### src/rtl/dct_pkg.sv
// Shared definitions for the DCT transpose buffer.
// Block geometry, default sample width, bank and read-FSM states.
package dct_pkg;

  localparam int DIM      = 8;
  localparam int SIZE_OUT = 11;

  typedef enum logic [1:0] {
    B_EMPTY,
    B_FULL,
    B_DRAINING
  } bank_st_t;

  typedef enum logic {
    RD_IDLE,
    RD_STREAM
  } rd_st_t;

endpackage

### src/rtl/dct_tbuf_bank.sv
// One 8x8 register bank of the transpose buffer.
// Whole-block write, combinational read of one column.
module dct_tbuf_bank #(
  parameter int W = dct_pkg::SIZE_OUT,
  parameter int N = dct_pkg::DIM
) (
  input  logic                        clk,
  input  logic                        we,
  input  logic [N-1:0][N-1:0][W-1:0]  din,
  input  logic [$clog2(N)-1:0]        col_sel,
  output logic [N-1:0][W-1:0]         col
);
  import dct_pkg::*;

  logic [N-1:0][N-1:0][W-1:0] mem;

  // capture the full row-stage block in one edge
  always_ff @(posedge clk) begin
    if (we) mem <= din;
  end

  // select column col_sel across all rows
  always_comb begin
    col = '0;
    for (int r = 0; r < N; r++) begin
      col[r] = mem[r][col_sel];
    end
  end

endmodule

### src/rtl/dct_transpose_buf.sv
// Ping-pong transpose buffer between the DCT row and column stages.
// Stores whole blocks, streams them out column by column.
module dct_transpose_buf #(
  parameter int SIZE_OUT = dct_pkg::SIZE_OUT,
  parameter int DIM      = dct_pkg::DIM
) (
  input  logic                                      clk,
  input  logic                                      rst,
  input  logic signed [DIM-1:0][DIM-1:0][SIZE_OUT-1:0] block_in,
  input  logic                                      block_valid,
  input  logic                                      col_ready,
  output logic signed [DIM-1:0][SIZE_OUT-1:0]       col_out,
  output logic                                      col_valid,
  output logic                                      col_first,
  output logic                                      col_last,
  output logic                                      overflow
);
  import dct_pkg::*;

  localparam int CW = $clog2(DIM);

  typedef logic signed [DIM-1:0][SIZE_OUT-1:0] col_t;

  bank_st_t        bank_st [2];
  bank_st_t        mid     [2];
  rd_st_t          rd_st;
  logic            wr_ptr;
  logic            rd_ptr;
  logic            rd_nxt;
  logic [CW-1:0]   col_idx;
  logic            accept;
  logic            done;
  logic            free_wr;
  logic            capture;
  logic            start;
  logic [1:0]      we;
  col_t            bank_col [2];

  for (genvar gi = 0; gi < 2; gi++) begin : g_bank
    assign we[gi] = capture && !rst && (wr_ptr == 1'(gi));
    dct_tbuf_bank #(
      .W (SIZE_OUT),
      .N (DIM)
    ) u_bank (
      .clk     (clk),
      .we      (we[gi]),
      .din     (block_in),
      .col_sel (col_idx),
      .col     (bank_col[gi])
    );
  end

  assign col_valid = (rd_st == RD_STREAM);

  // handshake, capture decision and next bank states
  always_comb begin
    accept  = col_valid && col_ready;
    done    = accept && (col_idx == CW'(DIM - 1));
    free_wr = (bank_st[wr_ptr] == B_EMPTY)
           || (done && (rd_ptr == wr_ptr));
    capture = block_valid && free_wr;
    rd_nxt  = rd_ptr ^ done;
    for (int i = 0; i < 2; i++) begin
      mid[i] = bank_st[i];
      if (done && rd_ptr == 1'(i))    mid[i] = B_EMPTY;
      if (capture && wr_ptr == 1'(i)) mid[i] = B_FULL;
    end
    start = ((rd_st == RD_IDLE) || done)
         && (mid[rd_nxt] == B_FULL);
  end

  // bank bookkeeping, pointers, read FSM and overflow strobe
  always_ff @(posedge clk) begin
    if (rst) begin
      bank_st[0] <= B_EMPTY;
      bank_st[1] <= B_EMPTY;
      wr_ptr     <= 1'b0;
      rd_ptr     <= 1'b0;
      rd_st      <= RD_IDLE;
      col_idx    <= '0;
      overflow   <= 1'b0;
    end else begin
      for (int i = 0; i < 2; i++) begin
        bank_st[i] <= mid[i];
      end
      if (start) bank_st[rd_nxt] <= B_DRAINING;
      wr_ptr <= wr_ptr ^ capture;
      rd_ptr <= rd_nxt;
      if (start)     rd_st <= RD_STREAM;
      else if (done) rd_st <= RD_IDLE;
      if (accept) col_idx <= done ? '0 : col_idx + CW'(1);
      overflow <= block_valid && !free_wr;
    end
  end

  // column mux, forced to zero when nothing is presented
  always_comb begin
    col_out   = '0;
    col_first = 1'b0;
    col_last  = 1'b0;
    if (col_valid) begin
      col_out   = rd_ptr ? bank_col[1] : bank_col[0];
      col_first = (col_idx == '0);
      col_last  = (col_idx == CW'(DIM - 1));
    end
  end

endmodule

### config.mk
export PLATFORM = sky130hd
export DESIGN_NAME = dct_transpose_buf
export DESIGN_NICKNAME = d
export VERILOG_FILES = /design/src/rtl/dct_pkg.sv /design/src/rtl/dct_tbuf_bank.sv /design/src/rtl/dct_transpose_buf.sv
export SDC_FILE = /design/constraint.sdc
export NUM_CORES = 1
export LEC_CHECK = 0
export CORE_AREA = 2 2 309 311
export CTS_BUF_LIST = sky130_fd_sc_hd__clkbuf_16
export DETAILED_ROUTE_END_ITERATION = 7
export DIE_AREA = 0 0 311 313
export PLACE_DENSITY = 0.95
export SYNTH_ARGS = -nofsm -noshare
export SYNTH_HDL_FRONTEND = slang
export SYNTH_SLANG_ARGS = --single-unit
### constraint.sdc
create_clock -name clk -period 193.2 [get_ports clk]
set_clock_uncertainty 0.15 [all_clocks]
set_input_delay 38.64 -clock clk [delete_from_list [all_inputs] [get_ports clk]]
set_output_delay 38.64 -clock clk [all_outputs]
set_load 0.01 [all_outputs]
==> impl_metrics.env <==
export IMPL_outcome="complete, no violations"
export IMPL_grt_overflow_total=0
export IMPL_crit_type="flip-flop to output port"
export IMPL_synth_flop_cell="edfxtp_1"
export IMPL_cp_start_kind="flip-flop"
export IMPL_firstDrtPassIters=7
export IMPL_hp_class="flip-flop to flip-flop"
export IMPL_clock_latency_ps=740
export IMPL_async_flop_share_pct=0
export IMPL_row_count=113
export IMPL_crit_fanout=63
export IMPL_hold_viol=0
export IMPL_path_delay_family="buffers and inverters"
export IMPL_cp_slowest_stage_delay_ps=930
export IMPL_cts_resized=0
export IMPL_hold_buffers=0
export IMPL_cp_buffers_inverters=5
export IMPL_clock_fmax_mhz=22.02
export IMPL_nets=4451
export IMPL_synthTopCellsByArea="edfxtp_1, mux2i_1, a22oi_1"
export IMPL_die_width_um=311
export IMPL_port_buffers=799
export IMPL_synth_cells=2931
export IMPL_numCtsBuffers=137
export IMPL_syn_nets=3646
export IMPL_period_share_pct=23.51
export IMPL_irDropWorstVdd_mv=0.01001
export IMPL_place_area_um2=63700
export IMPL_syn2layout_area_growth_pct=24.21
export IMPL_vias=34060
export IMPL_synth_seq_area_share_pct=77.29
export IMPL_synth_distinct_cells=35
export IMPL_dieArea_um2=97340
export IMPL_core_um2=94160
export IMPL_cts_buffer_depth=3
export IMPL_viasPerCell=6.553
export IMPL_relSlewSlack_pct=12.04
export IMPL_finalSetupViolCount=0
export IMPL_slowest_stage="buf_4"
export IMPL_grt_max_degree=133
export IMPL_yosys_area_top_type_share_pct=76.89
export IMPL_antenna_found_initial=96
export IMPL_timing_setup_tns_ps=0
export IMPL_drive_above_1_share_pct=7.000
export IMPL_hpwlAfterDp_mm=95.80
export IMPL_drtIter0Drc=5623
export IMPL_first_global_vias=34990
export IMPL_yosys_area_top_type="edfxtp_1"
export IMPL_final_cell_area_um2=68300
export IMPL_die_h_um=313
export IMPL_drv_slew=0
export IMPL_fill_cells=4952
export IMPL_synth_most_common_cell="edfxtp_1"
export IMPL_max_cap_violations=0
export IMPL_cts_setup_buffers=0
export IMPL_rsz0062_at_grt="no"
export IMPL_drc_errors=0
export IMPL_routedWlPerCell_um=32.04
export IMPL_grt_pass1_wl_mm=234.0
export IMPL_cts_max_level=4
export IMPL_crit_chain="buf_4 -> buf_4 -> buf_4 -> buf_4 -> mux2i_1 -> a22oi_1 -> nand2_1 -> o22ai_1 -> clkdlybuf4s50_1"
export IMPL_synth_edf_count=1408
export IMPL_cts_tree="built"
export IMPL_cp_arrival_ps=6630
export IMPL_yosys_top_cells_count="edfxtp_1, mux2i_1, a22oi_1, nand2_1, o22ai_1"
export IMPL_syn_area_per_cell_um2=18.76
export IMPL_multi_input_area_um2=11250
export IMPL_fin_crit_ps=45420
export IMPL_ys_warnings_count=0
export IMPL_wirelength_mm=166.5
export IMPL_gp_congestion=0.8987
export IMPL_required_ps=154410
export IMPL_start_util_pct=58.40
export IMPL_clk_transition_reported_paths_ps=60
export IMPL_powerDensity_nw_per_um2=10.69
export IMPL_worst_pin_slew_ps=1319
export IMPL_grt_use_total_pct=33.02
export IMPL_regArea_um2=42510
export IMPL_synthesis_area_um2=54990
export IMPL_cts_root_buf="clkbuf_16"
export IMPL_critPathCaptureType="output port"
export IMPL_io_pins=800
export IMPL_ys_seq_elements=1419
export IMPL_p_leak_nw=21.73
export IMPL_clock_sinks=1419
export IMPL_cp_common_cell="buf_4"
export IMPL_ant_nets=0
path summary, 6_finish.rpt:
path | endpoint | slack (ps) | depth (start not counted) | startpoint
min reg2reg | bank_st[1][0] | 380 | 2 | bank_st[1][1]
max | col_out[49] | 147780 | 9 | col_idx[0]
max reg2reg | g_bank[1].u_bank.mem[573] | 184960 | 10 | col_idx[0]
min | bank_st[1][0] | 380 | 2 | bank_st[1][1]
cell usage in the layout (no fill, tap or decap), drive strengths merged, types with 42 or more instances in the layout:
cell	Yosys	final
o22ai	67	67
mux2i	659	659
o21ai	47	47
a22oi	306	306
diode	0	89
clkinv	0	55
nand2	158	158
clkdlybuf4s50	0	799
buf	134	42
edfxtp	1408	1408
clkbuf	41	140
report_power, final:
group          switching, mW  internal (mW)
Sequential           0.00842          0.367
Combinational         0.0510         0.0380
Clock                  0.121          0.145
cell type report:
| cell class | instances | area share, % |
|---|---|---|
| timing repair buffer | 841 | 12.21 |
| clock inverter | 106 | 1.275 |
| multi-input combinational | 1331 | 16.48 |
| clock buffer | 140 | 5.129 |
| tap | 1265 | 2.317 |
| sequential | 1419 | 62.23 |
| antenna | 89 | 0.3261 |
| inverter | 6 | 0.03297 |
worst reg2reg max path, delay by kind of cell (launching register included):
family,cells,cell delay (ps)
AOI/OAI and AO/OA,1,230
and+or+nand+nor,2,1160
DFF,1,740
buffers and inverters,5,4880
adders and majority gates,2,580
layer usage:
layer  vias up  GRT usage [%]  share of wire [%]
met4        28          22.94                7.2
li1      13570              -                  -
met3       696          9.289                 12
met2      3180          54.98                 50
met1     16580          37.08                 31
met5         -              0               0.11
per-stage QoR:
step | worst slack [ps] | hold WS [ps] | util, % | power (mW) | instances
finish | 147780 | 383.8 | 72.53 | 0.7302 | 5197
global route | 147580 | 421.5 | 72.51 | 0.7454 | 5189
CTS | 147880 | 402.6 | 72.30 | 0.7279 | 5108
detailed placement | 148320 | 395.0 | 67.65 | 0.4639 | 4862
global placement | 148540 | 349.1 | 67.65 | 0.4582 | 4862
floorplan | 84210 | 332.2 | - | 0.4742 | 2931
state kept, by name (all words and copies together), names as in the netlist:
register / flops
col_idx: 3
overflow: 1
rd_ptr: 1
bank_st: 4
g_bank.u_bank.mem: 1408
col_valid: 1
wr_ptr: 1
cell families after synthesis:
logic type	share of synthesized area, %
buffers and inverters	2.348
adders and majority gates	0.1593
muxes	12.96
AOI/OAI and AO/OA	5.868
DFF	77.29
and+or+nand+nor	1.372
Power figures use the tool's default switching activity.
